<file path="src/rtl/sma_crossover_detector_pkg.sv">
// Shared trading-pipeline types: regime and crossover FSM encodings, plus counter sizing.
package sma_crossover_detector_pkg;

  typedef enum logic [1:0] {
    UNKNOWN = 2'd0,
    ABOVE   = 2'd1,
    BELOW   = 2'd2
  } regime_e;

  typedef enum logic [1:0] {
    WARMUP   = 2'd0,
    ARMED    = 2'd1,
    COOLDOWN = 2'd2
  } state_e;

  // A counter that must reach max_count; never narrower than one bit.
  function automatic int cnt_width(input int max_count);
    return (max_count < 1) ? 1 : $clog2(max_count + 1);
  endfunction

endpackage

</file>
<file path="src/rtl/sma_crossover_detector_if.sv">
// Fast/slow SMA sample inputs and crossover-detector outputs.
interface sma_crossover_detector_if #(
  parameter int data_width = 8
);
  import sma_crossover_detector_pkg::*;

  logic [data_width-1:0] fast_in;
  logic                  fast_valid;
  logic [data_width-1:0] slow_in;
  logic                  slow_valid;
  logic                  buy;
  logic                  sell;
  regime_e               regime;
  logic                  eval_valid;
  logic                  overrun;

  modport master (
    output fast_in, fast_valid, slow_in, slow_valid,
    input  buy, sell, regime, eval_valid, overrun
  );

  modport slave (
    input  fast_in, fast_valid, slow_in, slow_valid,
    output buy, sell, regime, eval_valid, overrun
  );

endinterface

</file>
<file path="src/rtl/sma_crossover_detector_pairer.sv">
// Pairs fast/slow samples through one hold register each; pair is combinational in the completing cycle.
// No backpressure: a repeated sample overwrites its hold and sets sticky overrun.
module sma_crossover_detector_pairer #(
  parameter int data_width = 8
) (
  input  logic                  clk,
  input  logic                  rst_n,
  input  logic [data_width-1:0] i_fast,
  input  logic                  i_fast_vld,
  input  logic [data_width-1:0] i_slow,
  input  logic                  i_slow_vld,
  output logic                  o_pair_vld,
  output logic [data_width-1:0] o_fast,
  output logic [data_width-1:0] o_slow,
  output logic                  o_overrun
);

  logic [data_width-1:0] r_fast;
  logic [data_width-1:0] r_slow;
  logic                  r_fast_full;
  logic                  r_slow_full;
  logic                  r_overrun;
  logic                  w_fast_full;
  logic                  w_slow_full;

  assign w_fast_full = r_fast_full | i_fast_vld;
  assign w_slow_full = r_slow_full | i_slow_vld;
  assign o_pair_vld  = w_fast_full & w_slow_full;
  assign o_fast      = i_fast_vld ? i_fast : r_fast;
  assign o_slow      = i_slow_vld ? i_slow : r_slow;
  assign o_overrun   = r_overrun;

  always_ff @(posedge clk or negedge rst_n) begin
    if (!rst_n) begin
      r_fast      <= '0;
      r_slow      <= '0;
      r_fast_full <= 1'b0;
      r_slow_full <= 1'b0;
      r_overrun   <= 1'b0;
    end else begin
      if (o_pair_vld) begin
        r_fast_full <= 1'b0;
        r_slow_full <= 1'b0;
      end else begin
        if (i_fast_vld) begin
          r_fast      <= i_fast;
          r_fast_full <= 1'b1;
        end
        if (i_slow_vld) begin
          r_slow      <= i_slow;
          r_slow_full <= 1'b1;
        end
      end
      // A second sample on a stream whose partner is still missing loses the older one.
      if ((i_fast_vld && r_fast_full && !i_slow_vld) ||
          (i_slow_vld && r_slow_full && !i_fast_vld)) begin
        r_overrun <= 1'b1;
      end
    end
  end

endmodule

</file>
<file path="src/rtl/sma_crossover_detector.sv">
// Hysteresis-filtered fast/slow SMA crossover detector with warmup and post-signal cooldown.
// Outputs reflect a pair one cycle after its completing valid; no backpressure.
module sma_crossover_detector
  import sma_crossover_detector_pkg::*;
#(
  parameter int data_width = 8,
  parameter int hyst       = 2,
  parameter int warmup     = 4,
  parameter int cooldown   = 3
) (
  input logic                     clk,
  input logic                     rst_n,
  sma_crossover_detector_if.slave io_bus
);

  localparam int CNT_W = cnt_width((warmup > cooldown) ? warmup : cooldown);
  localparam state_e RESET_STATE = (warmup == 0) ? ARMED : WARMUP;
  localparam logic signed [data_width:0] HYST_S    = (data_width + 1)'(hyst);
  localparam logic        [CNT_W-1:0]    WARM_LAST = CNT_W'(warmup - 1);
  localparam logic        [CNT_W-1:0]    COOL_LOAD = CNT_W'(cooldown);
  localparam logic        [CNT_W-1:0]    CNT_ONE   = CNT_W'(1);

  logic                         w_pair_vld;
  logic [data_width-1:0]        w_pair_fast;
  logic [data_width-1:0]        w_pair_slow;
  logic                         w_overrun;
  logic signed [data_width:0]   w_diff;
  regime_e                      w_cand;

  state_e            r_state, w_state_nxt;
  logic [CNT_W-1:0]  r_cnt, w_cnt_nxt;
  regime_e           r_regime, w_regime_nxt;
  logic              r_buy, w_buy_nxt;
  logic              r_sell, w_sell_nxt;
  logic              r_eval;

  sma_crossover_detector_pairer #(.data_width(data_width)) u_pairer (
    .clk        (clk),
    .rst_n      (rst_n),
    .i_fast     (io_bus.fast_in),
    .i_fast_vld (io_bus.fast_valid),
    .i_slow     (io_bus.slow_in),
    .i_slow_vld (io_bus.slow_valid),
    .o_pair_vld (w_pair_vld),
    .o_fast     (w_pair_fast),
    .o_slow     (w_pair_slow),
    .o_overrun  (w_overrun)
  );

  assign w_diff = $signed({1'b0, w_pair_fast}) - $signed({1'b0, w_pair_slow});

  always_comb begin
    w_cand = r_regime;
    if (w_diff > HYST_S) begin
      w_cand = ABOVE;
    end else if (w_diff < -HYST_S) begin
      w_cand = BELOW;
    end
  end

  always_comb begin
    w_state_nxt  = r_state;
    w_cnt_nxt    = r_cnt;
    w_regime_nxt = r_regime;
    w_buy_nxt    = 1'b0;
    w_sell_nxt   = 1'b0;
    if (w_pair_vld) begin
      case (r_state)
        WARMUP: begin
          if (r_cnt == WARM_LAST) begin
            w_state_nxt = ARMED;
            w_cnt_nxt   = '0;
          end else begin
            w_cnt_nxt = r_cnt + CNT_ONE;
          end
        end
        ARMED: begin
          w_regime_nxt = w_cand;
          w_buy_nxt    = (r_regime == BELOW) && (w_cand == ABOVE);
          w_sell_nxt   = (r_regime == ABOVE) && (w_cand == BELOW);
          if ((w_buy_nxt || w_sell_nxt) && (cooldown != 0)) begin
            w_state_nxt = COOLDOWN;
            w_cnt_nxt   = COOL_LOAD;
          end
        end
        COOLDOWN: begin
          // Regime keeps tracking so the next signal needs a fresh crossing after exit.
          w_regime_nxt = w_cand;
          if (r_cnt <= CNT_ONE) begin
            w_state_nxt = ARMED;
            w_cnt_nxt   = '0;
          end else begin
            w_cnt_nxt = r_cnt - CNT_ONE;
          end
        end
        default: begin
          w_state_nxt = RESET_STATE;
          w_cnt_nxt   = '0;
        end
      endcase
    end
  end

  always_ff @(posedge clk or negedge rst_n) begin
    if (!rst_n) begin
      r_state  <= RESET_STATE;
      r_cnt    <= '0;
      r_regime <= UNKNOWN;
      r_buy    <= 1'b0;
      r_sell   <= 1'b0;
      r_eval   <= 1'b0;
    end else begin
      r_state  <= w_state_nxt;
      r_cnt    <= w_cnt_nxt;
      r_regime <= w_regime_nxt;
      r_buy    <= w_buy_nxt;
      r_sell   <= w_sell_nxt;
      r_eval   <= w_pair_vld;
    end
  end

  assign io_bus.buy        = r_buy;
  assign io_bus.sell       = r_sell;
  assign io_bus.regime     = r_regime;
  assign io_bus.eval_valid = r_eval;
  assign io_bus.overrun    = w_overrun;

endmodule

</file>
<file path="src/flat_wrapper.sv">
// flat-port wrapper written by rule: the top's interface ports become plain ports
module sma_crossover_detector_flat import sma_crossover_detector_pkg::*;
#(
  parameter int data_width = 8,
  parameter int hyst       = 2,
  parameter int warmup     = 4,
  parameter int cooldown   = 3
)
  (clk, rst_n, io_bus_fast_in, io_bus_fast_valid, io_bus_slow_in, io_bus_slow_valid, io_bus_buy, io_bus_sell, io_bus_regime, io_bus_eval_valid, io_bus_overrun);
  sma_crossover_detector_if #(.data_width(data_width)) io_bus_i ();
  input logic clk;
  input logic rst_n;
  input wire logic [$bits(io_bus_i.fast_in)-1:0] io_bus_fast_in;
  input wire logic [$bits(io_bus_i.fast_valid)-1:0] io_bus_fast_valid;
  input wire logic [$bits(io_bus_i.slow_in)-1:0] io_bus_slow_in;
  input wire logic [$bits(io_bus_i.slow_valid)-1:0] io_bus_slow_valid;
  output wire logic [$bits(io_bus_i.buy)-1:0] io_bus_buy;
  output wire logic [$bits(io_bus_i.sell)-1:0] io_bus_sell;
  output wire logic [$bits(io_bus_i.regime)-1:0] io_bus_regime;
  output wire logic [$bits(io_bus_i.eval_valid)-1:0] io_bus_eval_valid;
  output wire logic [$bits(io_bus_i.overrun)-1:0] io_bus_overrun;
  assign io_bus_i.fast_in = io_bus_fast_in;
  assign io_bus_i.fast_valid = io_bus_fast_valid;
  assign io_bus_i.slow_in = io_bus_slow_in;
  assign io_bus_i.slow_valid = io_bus_slow_valid;
  assign io_bus_buy = io_bus_i.buy;
  assign io_bus_sell = io_bus_i.sell;
  assign io_bus_regime = io_bus_i.regime;
  assign io_bus_eval_valid = io_bus_i.eval_valid;
  assign io_bus_overrun = io_bus_i.overrun;
  sma_crossover_detector #(.data_width(data_width), .hyst(hyst), .warmup(warmup), .cooldown(cooldown)) u_core (.clk(clk), .rst_n(rst_n), .io_bus(io_bus_i));
endmodule
</file>
<file path="config.mk">
export PLATFORM = sky130hd
export DESIGN_NAME = sma_crossover_detector_flat
export DESIGN_NICKNAME = d
export VERILOG_FILES = /design/src/rtl/sma_crossover_detector_pkg.sv /design/src/rtl/sma_crossover_detector_if.sv /design/src/rtl/sma_crossover_detector_pairer.sv /design/src/rtl/sma_crossover_detector.sv /design/src/flat_wrapper.sv
export SDC_FILE = /design/constraint.sdc
export NUM_CORES = 1
export LEC_CHECK = 0
export ABC_CLOCK_PERIOD_IN_PS = 5600
export BUFFER_PORTS_ARGS = -buffer_cell sky130_fd_sc_hd__buf_4
export CORE_AREA = 5 5 69 77
export DETAILED_ROUTE_END_ITERATION = 16
export DIE_AREA = 0 0 74 82
export SYNTH_ARGS = -nofsm -noshare
export SYNTH_HDL_FRONTEND = slang
export SYNTH_SLANG_ARGS = --single-unit
</file>
<file path="constraint.sdc">
create_clock -name clk -period 5.6 [get_ports clk]
set_clock_uncertainty 0.15 [all_clocks]
set_input_delay 0.28 -clock clk [delete_from_list [all_inputs] [get_ports clk]]
set_output_delay 0.28 -clock clk [all_outputs]
set_load 0.01 [all_outputs]
</file>
==> results of run 1 <==
[cells by family after synthesis]
logic type	synth area share, %
mux	14.0
buf+inv	3.51
flops	37.7
xor+xnor	0.910
compound gates	18.9
fa+ha+maj	10.4
simple gates	14.5
[worst max-delay path by stage]
| stage | start | endpoint | slack [ns] | cells past startpoint |
|---|---|---|---|---|
| 3_3_place_gp | io_bus_fast_valid | u_core.r_cnt[1] | 2.19 | 11 |
| 6_report | u_core.u_pairer.r_fast[2] | u_core.r_cnt[1] | 2.31 | 10 |
| 2_1_floorplan | io_bus_fast_valid | u_core.r_cnt[0] | 2.15 | 11 |
| 3_5_place_dp | io_bus_fast_valid | u_core.r_cnt[1] | 2.13 | 11 |
| 4_1_cts | u_core.u_pairer.r_fast[2] | u_core.r_cnt[1] | 2.31 | 10 |
| 5_1_grt | u_core.u_pairer.r_fast[2] | u_core.r_cnt[1] | 2.14 | 10 |
[layout make-up]
cell class	count	area, sq um
Sequential cell	29	726
Tap cell	56	70.1
Fill cell	425	2250
Clock buffer	6	72.6
Multi-Input combinational cell	151	1130
Clock inverter	2	10.0
Timing Repair Buffer	27	205
Inverter	14	52.6
[stage by stage]
step | util (%) | power (uW) | hold slack [ns] | setup slack (ns) | instances
3_5_place_dp | 48.1 | 699 | 0.0835 | 2.13 | 276
5_1_grt | 50.1 | 947 | 0.160 | 2.14 | 285
4_1_cts | 50.1 | 869 | 0.150 | 2.31 | 285
6_report | 50.1 | 864 | 0.148 | 2.31 | 285
2_1_floorplan | - | 601 | -0.166 | 2.15 | 198
3_3_place_gp | 48.1 | 697 | 0.0830 | 2.19 | 276
[worst max-delay path: cells and delay by family (launching register included)]
family | cells | cell delay, ns
AND/OR/NAND/NOR | 2 | 0.77
multiplexers | 2 | 0.44
AO/OA/AOI/OAI | 5 | 1.11
flip-flops | 1 | 0.37
adder cells (fa/ha/maj) | 1 | 0.36
[state kept, by name (all words and copies together) (netlist names)]
signal,cells
u_core.io_bus.eval_valid,1
u_core.u_pairer.o_overrun,1
u_core.u_pairer.r_slow_full,1
u_core.u_pairer.r_slow,8
u_core.u_pairer.r_fast,8
u_core.r_cnt,3
u_core.io_bus.sell,1
u_core.u_pairer.r_fast_full,1
u_core.io_bus.regime,2
u_core.r_state,2
u_core.io_bus.buy,1
[Yosys cell counts (all sizes together), types with 2 or more instances]
library cell and count:
or3 2, o311ai 2, a31oi 3, nor2b 3, nand2 8, nand3 6
o211ai 2, ha 16, dfrtp 29, nor3 6, inv 14, a21oi 17
nor2 21, o21a 2, clkbuf 3, o21ai 11, nand2b 2, mux2 16
or2 2, mux2i 9
[power by group through the flow]
stage                     registers (uW)  clock network, uW  logic (uW)
final                                294                166         403
after detailed placement             299                  0         400
after global placement               297                  0         399
after CTS                            295                171         403
after floorplan                      294                  0         307
after global routing                 303                182         462
[layer usage]
metal	track usage, %	part of all wire, %	vias to the layer above
li1	-	-	778
met1	21.2	49	726
met2	22.5	46	22
met3	2.20	3.1	5
met4	5.43	1.9	0
met5	0	0	-
==> out/metrics.csv, run 1 <==
stage,metric,value,unit
status,outcome,"finished, final reports clean",
worst_hold_path,worstHoldStart,io_bus_fast_valid,
yosys,syn_nets,234,
sta,layout_min_cycle_time,3.29,ns
yosys,ys_ff_latch,29,
clocking,hold_buffers,1,
pwr,p_int,530,uW
placement,hpwl,3.04,mm
sta,rsz0062_at_grt,false,
floorplanning,dieArea,6070,sq um
yosys,synth_cell_types,47,
grt,antenna_found_initial,0,
pwr,p_sw,333,uW
routing,via_per_inst,5.37,
layout,drive_above_1_share,24.0,%
placement,placed_area,2170,sq um
worst_setup_path,required,5.65,ns
worst_setup_path,cp-end-kind,flip-flop,
placement,place.gp.congestion,0.889,
sta,period_share,58.7,%
clocking,cts_tree,built,
yosys,synth_cells,198,
flow_run,drv_cap,0,
sta,worst_pin_slew,0.467,ns
pwr,ir_worst_vdd,0.134,mV
sta,hold_viol_final,0,
layout,syn2layout_area_growth,17.8,%
placement,numPortBuffers,25,
worst_setup_path,ff2ff_setup_slack,2.31,ns
yosys,synth-edff-count,0,
yosys,async_reset_ff_share,100,%
layout,fin_area,2270,sq um
grt,gr-total-overflow,0,
worst_setup_path,critical_path.max_stage_delay,0.54,ns
routing,routedWlPerCell,14.1,um
grt,grt_max_degree,30,
worst_setup_path,cp_cell_sequence,mux2_2 > ha_1 > o21a_1 > a21bo_1 > a221o_1 > or2_1 > or4b_4 > a31oi_4 > a21o_4 > mux2i_1,
yosys,yosys.area.top_type_share,37.7,%
worst_hold_path,whs_path_depth,2,
yosys,yosysSeqAreaShare,37.7,%
pwr,seqPwrFrac,34.1,%
worst_hold_path,hold_class,in -> reg,
worst_setup_path,r2r_cells,10,
worst_hold_path,holdPathEnd,u_core.u_pairer.r_slow_full,
routing,route.antenna.remaining_nets,0,
routing,drc_errors,0,
routing,first_pass_iters,4,
floorplanning,die_x,74,um
pwr,pwr_density_cell,381,nW/um^2
floorplanning,die_h,82,um
worst_setup_path,worstReg2RegStart,u_core.u_pairer.r_fast[2],
floorplanning,num_rows,26,
worst_setup_path,critPathKind,reg -> reg,
routing,routed_wl,4.03,mm
pwr,p_sw_share,38.6,%
grt,track_usage,14.8,%
grt,grt_pass1_vias,1431,
yosys,yosysTopAreaCell,dfrtp_1,
sta,slew_headroom,68.7,%
yosys,synthTopCellsByArea,"dfrtp_1 (38%), ha_1 (10%), mux2_2 (9.4%)",
layout,mostFrequentLayoutCell,dfrtp_1,
sta,fmax,304,MHz
routing,via_count,1531,
grt,grt_pass1_wl,6.87,mm
pwr,p_leak,0.00103,uW
layout,final_nets,264,
pwr,clockPowerShare,19.2,%
pwr,power_frac_comb,46.7,%
layout,antenna_cells,0,
clocking,clockBufferDepth,2,
clocking,clock_sinks,29,
sta,drv_slew,0,
worst_setup_path,r2r-end,u_core.r_cnt[1],
worst_setup_path,slowest_stage,or4b_4,
floorplanning,io_pins,26,
yosys,synth_area,1920,sq um
floorplanning,start_util,42.6,%
sta,setup_viol,0,
clocking,htree_levels,2,
clocking,cts_setup_buffers,0,
routing,drt_iter0_drc,57,
worst_setup_path,arrival,3.34,ns
floorplanning,coreArea,4520,sq um
clocking,clockRootBuffer,clkbuf_8,
sta,fin_tns_setup,0,ns
clocking,cts.clk_slew.worst_paths,0.06,ns
yosys,synth_top_flop_cell,dfrtp_1,
clocking,post_cts_resized,0,
clocking,clock_latency,0.28,ns
clocking,cts_made_buffers,5,
layout,layout_common_cells,"dfrtp_1 (29), buf_4 (26), nor2_1 (21), a21oi_1 (17)",
worst_setup_path,worstPathMaxFanout,5,
yosys,yosys_warnings,0,
yosys,syn_area_per_cell,9.72,sq um
worst_setup_path,crit_path_start_kind,flip-flop,
Note: power is estimated with default switching activity, not from simulation.
==> inputs of run 2 (changes only) <==
Settings changed: ABC_CLOCK_PERIOD_IN_PS 5600 to 2900, PLACE_DENSITY from default to 0.66.
Clock period 5.6 ns to 2.9 ns, I/O delays scaled along.
==> out/metrics.csv, run 2 (synthesis results as in run 1) <==
stage,metric,value,unit
status,outcome,finished with violations,
status,violations,setup timing,
routing,first_pass_iters,4,
pwr,p_int,1190,uW
clocking,cts_made_buffers,5,
clocking,cts_tree,built,
floorplanning,dieArea,6070,sq um
layout,stdcell_count,314,
grt,grt_pass1_wl,7.38,mm
sta,fmax,318,MHz
placement,numPortBuffers,25,
routing,route.antenna.remaining_nets,0,
worst_hold_path,hold_class,in -> reg,
placement,place.gp.congestion,0.852,
layout,layout_common_cells,"buf_4 (55), dfrtp_1 (29), nor2_1 (21), a21oi_1 (17), inv_1 (14)",
layout,final_nets,293,
clocking,cts.clk_slew.worst_paths,0.06,ns
pwr,pwr_density_cell,726,nW/um^2
sta,slew_headroom,75.1,%
floorplanning,start_util,42.6,%
pwr,power.total,1870,uW
sta,period_share,108,%
layout,drive_above_1_share,35.3,%
routing,drc_errors,0,
grt,grt_pass1_vias,1595,
pwr,ir_worst_vdd,0.241,mV
sta,hold_viol_final,0,
sta,layout_setup_ws,-0.245,ns
worst_setup_path,critPathKind,reg -> reg,
pwr,p_sw,682,uW
layout,syn2layout_area_growth,33.6,%
pwr,p_leak,0.00120,uW
pwr,p_sw_share,36.5,%
sta,drv_slew,0,
pwr,power_frac_comb,50.0,%
grt,grt_max_degree,30,
grt,antenna_found_initial,0,
clocking,clock_sinks,29,
clocking,htree_levels,2,
worst_setup_path,cp-end-kind,flip-flop,
clocking,clockBufferDepth,2,
sta,setup_viol,6,
layout,top_regs,"u_core.u_pairer.r_fast x8, u_core.u_pairer.r_slow x8, u_core.r_cnt x3",
placement,dp.cells,304,
floorplanning,io_pins,26,
worst_setup_path,worstPathMaxFanout,4,
pwr,clockPowerShare,19.4,%
clocking,clock_latency,0.27,ns
routing,routed_wl,4.23,mm
worst_setup_path,required,2.95,ns
sta,worst_pin_slew,0.373,ns
clocking,clockRootBuffer,clkbuf_8,
grt,gr-total-overflow,0,
sta,rsz0062_at_grt,true,
placement,hpwl,3.33,mm
grt,track_usage,15.8,%
layout,antenna_cells,0,
floorplanning,coreArea,4520,sq um
floorplanning,num_rows,26,
worst_setup_path,crit_path_start_kind,flip-flop,
layout,mostFrequentLayoutCell,buf_4,
pwr,seqPwrFrac,30.6,%
floorplanning,die_x,74,um
sta,layout_min_cycle_time,3.15,ns
routing,via_count,1621,
routing,routedWlPerCell,13.5,um
worst_setup_path,arrival,3.19,ns
routing,via_per_inst,5.16,
flow_run,drv_cap,0,
floorplanning,die_h,82,um
routing,drt_iter0_drc,131,
[run 2: cell types whose count changed in the layout (fill, tap and decap cells not counted), sizes merged]
cell,delta
buf,+29
clkbuf,+1
clkinv,-1
[run 2: layer usage]
metal | part of all wire [%] | track usage, % | vias up
met5 | 0 | 0 | -
met4 | 1.3 | 6.52 | 0
met3 | 3.5 | 2.45 | 4
met2 | 47 | 24.2 | 24
met1 | 48 | 22.1 | 758
li1 | - | - | 835
[run 2: worst paths after layout]
check,slack (ns),to,depth (start not counted),start
max,-0.25,u_core.r_cnt[1],10,u_core.u_pairer.r_fast[3]
min,0.04,u_core.u_pairer.r_slow[5],3,io_bus_slow_in[5]
max reg2reg,-0.25,u_core.r_cnt[1],10,u_core.u_pairer.r_fast[3]
min reg2reg,0.36,u_core.u_pairer.r_fast[7],1,u_core.u_pairer.r_fast[7]
max in group asynchronous,2.13,u_core.io_bus.regime[1],2,rst_n
min in group asynchronous,0.18,u_core.u_pairer.r_slow[1],2,rst_n
[run 2: stage by stage]
| stage | setup slack, ns | hold WS [ns] | util (%) | TNS, ns | cell area, sq um |
|---|---|---|---|---|---|
| finish | -0.245 | 0.0437 | 56.9 | -1.12 | 2570 |
| global route | -0.343 | 0.0717 | 56.9 | -1.69 | 2570 |
| CTS | -0.246 | 0.0381 | 56.7 | -1.11 | 2560 |
| detailed placement | -0.243 | -0.0612 | 54.0 | -0.930 | 2440 |
| global placement | -0.174 | -0.0603 | 54.0 | -0.665 | 2440 |
| floorplan | -0.140 | -0.301 | - | -0.459 | 1990 |
[run 2: power by group through the flow]
stage	Sequential (uW)	Combinational (uW)	Clock [uW]
global route	587	1050	399
finish	572	933	362
global placement	573	906	0
detailed placement	579	916	0
CTS	572	930	370
floorplan	568	628	0
[run 2: layout make-up]
| cell class | instances | area [sq um] |
|---|---|---|
| multi-input combinational | 151 | 1200 |
| tap | 56 | 70.1 |
| fill | 393 | 1950 |
| sequential | 29 | 726 |
| timing repair buffer | 56 | 423 |
| clock inverter | 1 | 5.00 |
| clock buffer | 7 | 96.3 |
| inverter | 14 | 52.6 |
[run 2: what timing repair did]
| item | 4_1_cts | 5_1_grt |
|---|---|---|
| resized for setup | 1 | 3 |
| pin swaps | 2 | 1 |
| endpoints found under the setup margin | 5 | 8 |
| hold buffers | 1 | 0 |
| cloned | 0 | 0 |
| buffers inserted | 1 | 0 |
| hold endpoints to repair | 29 | 0 |
[run 2: critical path, cell delays in order (launching register included)]
cell     delay (ns)
dfrtp_1        0.39
mux2_4         0.30
ha_4           0.26
o21a_1         0.11
a21bo_1        0.21
a221o_1        0.31
or2_1          0.23
or4b_4         0.55
a31oi_4        0.20
a21o_4         0.18
mux2i_1        0.18
==> inputs of run 3 (changes only) <==
Settings changed: CORE_AREA 5 5 69 77 to 5 5 66 74, CTS_CLUSTER_SIZE from default to 20, DIE_AREA 0 0 74 82 to 0 0 71 79, PLACE_DENSITY 0.66 to 0.71.
==> out/metrics.csv, run 3 (synthesis results as in run 1) <==
stage,metric,value,unit
placement,numPortBuffers,25,
sta,period_share,110,%
layout,fill_cells,362,
pwr,p_leak,0.00119,uW
placement,hpwl,3.36,mm
clocking,clock_latency,0.28,ns
routing,wl_met2,2.25,mm
clocking,clockRootBuffer,clkbuf_8,
clocking,cts.clk_slew.worst_paths,0.06,ns
routing,routed_wl,4.47,mm
worst_setup_path,cp-end-kind,flip-flop,
sta,layout_setup_ws,-0.298,ns
worst_setup_path,r2r-end,u_core.r_cnt[1],
floorplanning,num_rows,25,
floorplanning,die_h,79,um
pwr,seqPwrFrac,29.9,%
floorplanning,dieArea,5610,sq um
routing,top_layer,met4,
routing,drt_iter0_drc,59,
sta,hold_viol_final,0,
sta,worst_pin_slew,0.445,ns
worst_setup_path,critPathKind,reg -> reg,
placement,place_ws,-0.266,ns
worst_setup_path,worstPathMaxFanout,4,
layout,final_nets,293,
worst_setup_path,critical_path.max_stage_delay,0.54,ns
layout,layout_common_cells,"buf_4 (55), dfrtp_1 (29), nor2_1 (21), a21oi_1 (16), inv_1 (14)",
worst_setup_path,arrival,3.24,ns
routing,route.met3.wl,190,um
pwr,p_sw_share,37.4,%
sta,slew_headroom,69.9,%
grt,grt_pass1_wl,7.82,mm
grt,track_usage,17.7,%
routing,routedWlPerCell,14.3,um
worst_setup_path,worstReg2RegStart,u_core.u_pairer.r_fast[3],
grt,gr-total-overflow,0,
floorplanning,die_x,71,um
pwr,p_sw,715,uW
pwr,p_int,1200,uW
sta,drv_slew,0,
layout,mostFrequentLayoutCell,buf_4,
clocking,htree_levels,2,
sta,rsz0062_at_grt,true,
layout,syn2layout_area_growth,34.1,%
routing,first_pass_iters,4,
worst_setup_path,cp_cell_sequence,mux2_4 > ha_4 > o21a_1 > a21bo_1 > a221o_1 > or2_1 > or4b_4 > a31oi_4 > a21o_4 > mux2i_2,
sta,setup_viol,5,
worst_setup_path,slowest_stage,or4b_4,
pwr,pwr_density_cell,741,nW/um^2
routing,via_count,1649,
layout,drive_above_1_share,35.7,%
routing,drc_errors,0,
routing,via_per_inst,5.29,
worst_setup_path,ff2ff_setup_slack,-0.30,ns
layout,fin_area,2580,sq um
clocking,clockBufferDepth,2,
grt,grt_pass1_vias,1702,
grt,antenna_found_initial,0,
floorplanning,coreArea,4130,sq um
clocking,cts_tree,built,
worst_setup_path,crit_path_start_kind,flip-flop,
routing,wl_met1,1.94,mm
worst_setup_path,required,2.94,ns
worst_setup_path,cp-startpoint,u_core.u_pairer.r_fast[3],
layout,fin_util,62.5,%
clocking,cts_made_buffers,5,
grt,grt_max_degree,30,
clocking,clock_sinks,29,
sta,fmax,313,MHz
worst_hold_path,hold_class,in -> reg,
sta,layout_min_cycle_time,3.20,ns
pwr,power_frac_comb,51.1,%
placement,place.gp.congestion,0.856,
pwr,ir_worst_vdd,0.266,mV
routing,route.antenna.remaining_nets,0,
sta,whs,0.0322,ns
sta,fin_tns_setup,-1.05,ns
pwr,clockPowerShare,19.0,%
status,outcome,finished with violations,
worst_setup_path,r2r_cells,10,
flow_run,drv_cap,0,
worst_setup_path,endpoint,u_core.r_cnt[1],
layout,antenna_cells,0,
status,violations,setup timing,
floorplanning,io_pins,26,
placement,placed_area,2420,sq um
layout,top_regs,"u_core.u_pairer.r_fast x8, u_core.u_pairer.r_slow x8, u_core.r_cnt x3",
floorplanning,start_util,46.6,%
==> run 3: worst max-delay path: cells and delay by family (launching register included) <==
family / cells / cell delay, ns
AO/OA/AOI/OAI: 5 / 1.01
adder cells (fa/ha/maj): 1 / 0.26
flip-flops: 1 / 0.39
AND/OR/NAND/NOR: 2 / 0.77
multiplexers: 2 / 0.52
==> run 3: worst min path at each step <==
stage | startpoint | to | slack (ns) | cells after the start
3_3_place_gp | rst_n | u_core.u_pairer.r_slow[1] | -0.06 | 1
4_1_cts | io_bus_slow_in[4] | u_core.u_pairer.r_slow[4] | 0.03 | 3
2_1_floorplan | rst_n | u_core.io_bus.buy | -0.30 | 0
6_report | io_bus_slow_in[4] | u_core.u_pairer.r_slow[4] | 0.03 | 3
3_5_place_dp | rst_n | u_core.u_pairer.r_fast[3] | -0.06 | 1
5_1_grt | io_bus_slow_in[6] | u_core.u_pairer.r_slow[6] | 0.06 | 3
==> run 3: area by class of cell <==
type	count	area, sq um	share of cell area (%)
repair buffers	56	423	16.4
well taps	54	67.6	2.62
clock buffers	7	96.3	3.73
clock inverters	1	5.00	0.194
multi-input cells	151	1210	46.9
inverters	14	52.6	2.04
flip-flops and latches	29	726	28.1
==> run 3: power by group through the flow <==
stage	clock (uW)	sequential, uW	combinational [uW]
finish	364	572	977
global route	395	585	1090
CTS	370	570	959
detailed placement	0	577	914
global placement	0	572	893
floorplan	0	568	628
==> run 3: metrics by stage <==
| stage | power [uW] | cells |
|---|---|---|
| after global routing | 2070 | 312 |
| final | 1910 | 312 |
| after CTS | 1900 | 312 |
| after global placement | 1470 | 300 |
| after floorplan | 1200 | 198 |
| after detailed placement | 1490 | 300 |
==> run 3: repair_timing <==
item,4_1_cts,5_1_grt
gates cloned,0,0
buffers inserted,3,0
hold buffers,1,0
pin swaps,3,2
gates resized for setup,2,4
endpoints found under the hold margin,29,0
endpoints found under the setup margin,6,8
==> run 3: metal layers <==
layer | track usage [%] | vias up
li1 | - | 840
met1 | 22.4 | 767
met2 | 29.8 | 34
met3 | 3.29 | 8
met4 | 6.77 | 0
met5 | 0 | -
